## config.mk

```make
export PLATFORM = sky130hd
export DESIGN_NAME = pipe_share_ctrl
export DESIGN_NICKNAME = d
export VERILOG_FILES = /design/src/rtl/pipe_share_pkg.sv /design/src/rtl/pipe_share_ctrl_rr_arb.sv /design/src/rtl/pipe_share_ctrl.sv
export SDC_FILE = /design/constraint.sdc
export NUM_CORES = 1
export LEC_CHECK = 0
export CAP_MARGIN = 20
export CORE_UTILIZATION = 40
export CTS_CLUSTER_DIAMETER = 80
export DETAILED_ROUTE_END_ITERATION = 6
export PLACE_DENSITY = 0.79
export SLEW_MARGIN = 20
export SYNTH_ARGS = -nofsm -noshare
export SYNTH_HDL_FRONTEND = slang
export SYNTH_SLANG_ARGS = --single-unit
```

## constraint.sdc

```tcl
create_clock -name clk -period 2.5 [get_ports clk]
set_input_delay 0.25 -clock clk [delete_from_list [all_inputs] [get_ports clk]]
set_output_delay 0.25 -clock clk [all_outputs]
set_load 0.03 [all_outputs]
```

## src/rtl/pipe_share_pkg.sv

```systemverilog
// Shared definitions for the pipelined shared-resource controllers.
package pipe_share_pkg;

  localparam int WIDTH_DEF = 64;
  localparam int NREQ_DEF  = 4;

  // Requester-ID width, never narrower than one bit.
  function automatic int clog2_min1(input int n);
    return (n <= 2) ? 1 : $clog2(n);
  endfunction

  localparam int IDW_DEF = clog2_min1(NREQ_DEF);

  // Stage record for the default configuration; parameterised users build the same shape locally.
  typedef struct packed {
    logic                 valid;
    logic [IDW_DEF-1:0]   id;
    logic [WIDTH_DEF-1:0] data;
  } stage_def_t;

endpackage

```

## src/rtl/pipe_share_ctrl_rr_arb.sv

```systemverilog
// Combinational round-robin arbiter: first active request at or after ptr wins.
module rr_arb
  import pipe_share_pkg::*;
#(
  parameter int NREQ = NREQ_DEF,
  localparam int IDW = clog2_min1(NREQ)
) (
  input  logic [NREQ-1:0] req,
  input  logic [IDW-1:0]  ptr,
  input  logic            en,
  output logic [NREQ-1:0] gnt,
  output logic [IDW-1:0]  gnt_id
);

  logic           found;
  logic [IDW:0]   sum;
  logic [IDW-1:0] idx;

  always_comb begin
    gnt    = '0;
    gnt_id = '0;
    found  = 1'b0;
    sum    = '0;
    idx    = '0;
    for (int i = 0; i < NREQ; i++) begin
      // Wrap ptr+i back into 0..NREQ-1 without a divider.
      sum = {1'b0, ptr} + (IDW+1)'(i);
      if (sum >= (IDW+1)'(NREQ)) sum = sum - (IDW+1)'(NREQ);
      idx = sum[IDW-1:0];
      if (!found && req[idx]) begin
        found  = 1'b1;
        gnt_id = idx;
      end
    end
    if (found && en) gnt[gnt_id] = 1'b1;
  end

endmodule

```

## src/rtl/pipe_share_ctrl.sv

```systemverilog
// Two-stage valid/ready pipeline shared round-robin among NREQ requesters, with flush.
module pipe_share_ctrl
  import pipe_share_pkg::*;
#(
  parameter int WIDTH = WIDTH_DEF,
  parameter int NREQ  = NREQ_DEF,
  localparam int IDW  = clog2_min1(NREQ)
) (
  input  logic              clk,
  input  logic              rst_n,
  input  logic              flush,
  input  logic [NREQ-1:0]   req_valid,
  input  logic [NREQ*WIDTH-1:0] req_data,
  output logic [NREQ-1:0]   req_ready,
  output logic              out_valid,
  output logic [WIDTH-1:0]  out_data,
  output logic [IDW-1:0]    out_id,
  input  logic              out_ready
);

  typedef struct packed {
    logic             valid;
    logic [IDW-1:0]   id;
    logic [WIDTH-1:0] data;
  } stage_t;

  stage_t           s1_p1, s2_p2;
  logic [IDW-1:0]   ptr;
  logic             adv2, load1, arb_en, any_gnt;
  logic [NREQ-1:0]  gnt;
  logic [IDW-1:0]   gnt_id;
  logic [WIDTH-1:0] sel_data;

  assign adv2   = !s2_p2.valid || out_ready;
  assign load1  = adv2 || !s1_p1.valid;
  assign arb_en = load1 && !flush && rst_n;

  rr_arb #(.NREQ(NREQ)) u_arb (
    .req    (req_valid),
    .ptr    (ptr),
    .en     (arb_en),
    .gnt    (gnt),
    .gnt_id (gnt_id)
  );

  assign req_ready = gnt;
  assign any_gnt   = |gnt;

  always_comb begin
    sel_data = '0;
    for (int i = 0; i < NREQ; i++)
      if (gnt_id == IDW'(i)) sel_data = req_data[i*WIDTH +: WIDTH];
  end

  // Stage 1 (accept) -> stage 2 (output); reset clears data too so out_* reads zero.
  always_ff @(posedge clk) begin
    if (!rst_n) begin
      s1_p1 <= '0;
      s2_p2 <= '0;
      ptr   <= '0;
    end else if (flush) begin
      s1_p1.valid <= 1'b0;
      s2_p2.valid <= 1'b0;
    end else begin
      if (adv2) s2_p2 <= s1_p1;
      if (load1) begin
        s1_p1.valid <= any_gnt;
        s1_p1.id    <= gnt_id;
        s1_p1.data  <= sel_data;
      end
      if (any_gnt) ptr <= (gnt_id == IDW'(NREQ-1)) ? '0 : gnt_id + 1'b1;
    end
  end

  assign out_valid = s2_p2.valid;
  assign out_data  = s2_p2.data;
  assign out_id    = s2_p2.id;

endmodule

```

==> results.toml, run 1 <==
[cells_and_area]
fin_nets = 1442
final-instance-count-excl-fill = 1407
diodes = 0
multi_input_area_sq_um = 3686
syn2layout_area_growth_pct = 64.48
drive_gt1_share_pct = 13.82
fillers = 1391
regArea_sq_um = 2724
final_area_sq_um = 11430

[logic_synthesis]
ys_top_cells_by_area = "dfxtp_1 (39%), a221oi_2 (13%), a21oi_1 (9.6%)"
syn_area_per_cell_sq_um = 8.129
ys_seq_elements = 136
netlist_instances = 855
yosysTopAreaCellShare_pct = 39.17
yosysTopAreaCell = "dfxtp_1"
syn_area_sq_um = 6950
synthArstFlopShare_pct = 0
ys_types = 31
synth_seq_area_share_pct = 39.17
synth-main-ff-cell = "dfxtp_1"
synthesis.nets = 1123
yosysWarnings = 0
synth-edff-count = 0

[global_route]
grt_max_degree = 68
antenna_found_initial = 0
grt_pass1_wl_mm = 39.22
grt_pass1_vias = 7542
grt_use_total_pct = 27.99
grt_overflow_total = 0

[floorplan]
dieArea_sq_um = 17910
ios = 335
coreArea_sq_um = 16760
die_y_um = 133.8
start_util_pct = 41.47
rows = 47
die-width_um = 133.8

[timing]
layout_min_cycle_time_ns = 2.445
hold-worst-slack_ns = 0.2817
finalHoldViolCount = 0
fin_crit_sh_pct = 97.82
slew_violations = 0
setup_viol = 0
max_freq_mhz = 408.9
tightest_slew_ns = 0.6878
relSlewSlack_pct = 54.14
fin_skew_ns = 0.008434
worst_slack_ns = 0.05461

[worst_setup_path]
critical_path_class = "in2out"
critPathTopFamily = "buffers and inverters"
arrival_ns = 2.20
cpPeakStageDelay_ns = 0.52
critPathRequiredTime_ns = 2.25
start_kind = "input port"
path_cells = "clkdlybuf4s50_1 -> nor2b_1 -> nor3_2 -> o22a_1 -> buf_4 -> buf_4 -> ha_4 -> buf_12 -> and2_1 -> buf_4"
worstPathMaxFanout = 11
crit_path_frequent_cell = "buf_4"
cpMaxStageDelayCell = "clkdlybuf4s50_1"
worst-path-buf-inv = 5
worstSetupEndpointType = "primary output"

[status]
status = "finished clean"

[routing]
wire_per_inst_um = 17.89
via_count = 7680
drc_errors = 0
dr.pass1.iters = 5
wl_mm = 25.17
drt_iter0_markers = 356
vias_per_cell = 5.458
postRouteAntennaNets = 0

[placed_design]
gp_congestion = 0.8529
placed_cells_incl_taps = 1373
hpwl_mm = 17.36
pre_cts_ws_ns = -0.2388
placed_area_sq_um = 10720
io_buffers = 334

[run]
max-cap-violations = 0

[clock_network]
cts_sinks = 136
cts_buffers = 17
clock-root-buffer = "clkbuf_16"
cts_tree = "yes"
cts_max_path_buffers = 2
h-tree-depth = 4
worstSkewPairLatency_ns = 0.41
cts.clk_slew.worst_paths_ns = 0.05

[worst_hold_path]
worstHoldPathType = "in2reg"

[pwr]
finalPower_uw = 7104
vdd_drop_max_mv = 0.4477
powerDensity_nw_per_um2 = 621.4
leakagePower_uw = 0.004427
==> registers in the layout, summed over array words and instances, names as in the netlist <==
name       flops
out_data      64
out_id         2
out_valid      1
ptr            2
s1_p1         67
==> area by class of cell <==
cell class	instances	share of cell area [%]
repair buffers	384	33.88
clock inverters	12	1.532
inverters	67	2.200
flip-flops and latches	136	23.83
clock buffers	20	3.907
well taps	220	2.408
multi-input cells	568	32.24
==> placed cells by master (no fill, tap or decap), types with 2 or more instances in the layout <==
cell / instances
nand2_1: 135
clkbuf_16: 17
and2_1: 5
buf_4: 40
clkinv_4: 2
a221o_1: 63
bufinv_16: 4
nor2_4: 2
nor2_1: 70
inv_1: 65
inv_2: 2
clkinvlp_4: 3
a221oi_1: 3
clkdlybuf4s50_1: 328
or2_2: 2
a221oi_2: 61
nor2b_2: 2
o21ai_0: 68
a21oi_1: 133
clkinv_2: 3
clkbuf_1: 2
nor3_1: 3
nor2b_1: 3
buf_12: 11
dfxtp_1: 135
nor4_1: 2
ha_4: 2
==> report_power, final <==
part / total (uW) / switching (uW) / leakage (uW) / internal [uW]
clock network: 2630 / 939 / 0.000296 / 1690
registers: 2420 / 83.4 / 0.00112 / 2340
logic: 2050 / 981 / 0.00301 / 1070
total: 7100 / 2000 / 0.00443 / 5100
==> worst register-to-register path, cell delays in order (launching register included) <==
cell       delay (ns)
dfxtp_1          0.37
nor2b_1          0.09
nor3_2           0.20
o22a_1           0.17
inv_1            0.07
buf_4            0.14
ha_4             0.16
buf_4            0.17
bufbuf_16        0.29
a221o_1          0.29
a221oi_2         0.27
nor2_1           0.08
==> cell usage after synthesis (2+ instances only) <==
master / instances
a221o_1: 63
inv_1: 66
nor3_1: 4
dfxtp_1: 136
nor2_1: 71
buf_2: 20
clkbuf_1: 52
buf_1: 6
nor2b_1: 6
nand2_1: 135
nor4_1: 2
a221oi_2: 58
a221oi_1: 6
buf_6: 6
or2_2: 2
o21ai_0: 68
a21oi_1: 133
ha_1: 4
and2_1: 5
==> metal layers <==
layer	GRT usage [%]	up-vias	wire (um)
li1	-	3695	-
met1	32.59	3607	9950
met2	48.88	334	12320
met3	7.067	44	2199
met4	11.17	0	704
met5	0	-	0
==> what timing repair did <==
action | in CTS | in global routing
gates cloned | 1 | 0
endpoints found under the hold margin | 0 | 0
resized for setup | 1 | 13
hold buffers | 0 | 0
buffers inserted | 1 | 0
endpoints found under the setup margin | 2 | 30
pin swaps | 1 | 0
==> per-stage QoR <==
step / util, % / setup TNS [ns]
detailed placement: 63.94 / -12.48
CTS: 67.88 / 0
finish: 68.21 / 0
global placement: 63.94 / -11.46
floorplan: - / 0
global route: 68.21 / -0.07428
==> kinds of logic (layout without fill, tap and decap cells) <==
logic type | Yosys count | after routing | share of synthesized area, %
fa+ha+maj | 4 | 4 | 0.7201
simple gates | 231 | 231 | 13.48
flops | 136 | 136 | 39.17
buf+inv | 151 | 483 | 9.163
mux | 1 | 1 | 0.1440
compound gates | 332 | 332 | 37.32
==> path summary, 6_finish.rpt <==
kind	start	to	slack, ns	cells past startpoint
worst max-delay path	req_valid[0]	req_ready[3]	0.05	10
worst min-delay path	rst_n	out_valid	0.28	4
worst max register to register	ptr[0]	s1_p1[15]	0.08	11
worst min register to register	s1_p1[17]	out_data[17]	0.45	2
No activity file was read; power rests on OpenSTA's default activity.
==> inputs of run 2 (changes only) <==
--- a/config.mk
+++ b/config.mk
@@ -5,7 +5,6 @@
 export SDC_FILE = /design/constraint.sdc
 export NUM_CORES = 1
 export LEC_CHECK = 0
-export CAP_MARGIN = 20
 export CORE_UTILIZATION = 40
 export CTS_CLUSTER_DIAMETER = 80
 export DETAILED_ROUTE_END_ITERATION = 6
==> results of run 2 <==
No change in the layout: final DEF, timing and power equal those of run 1.
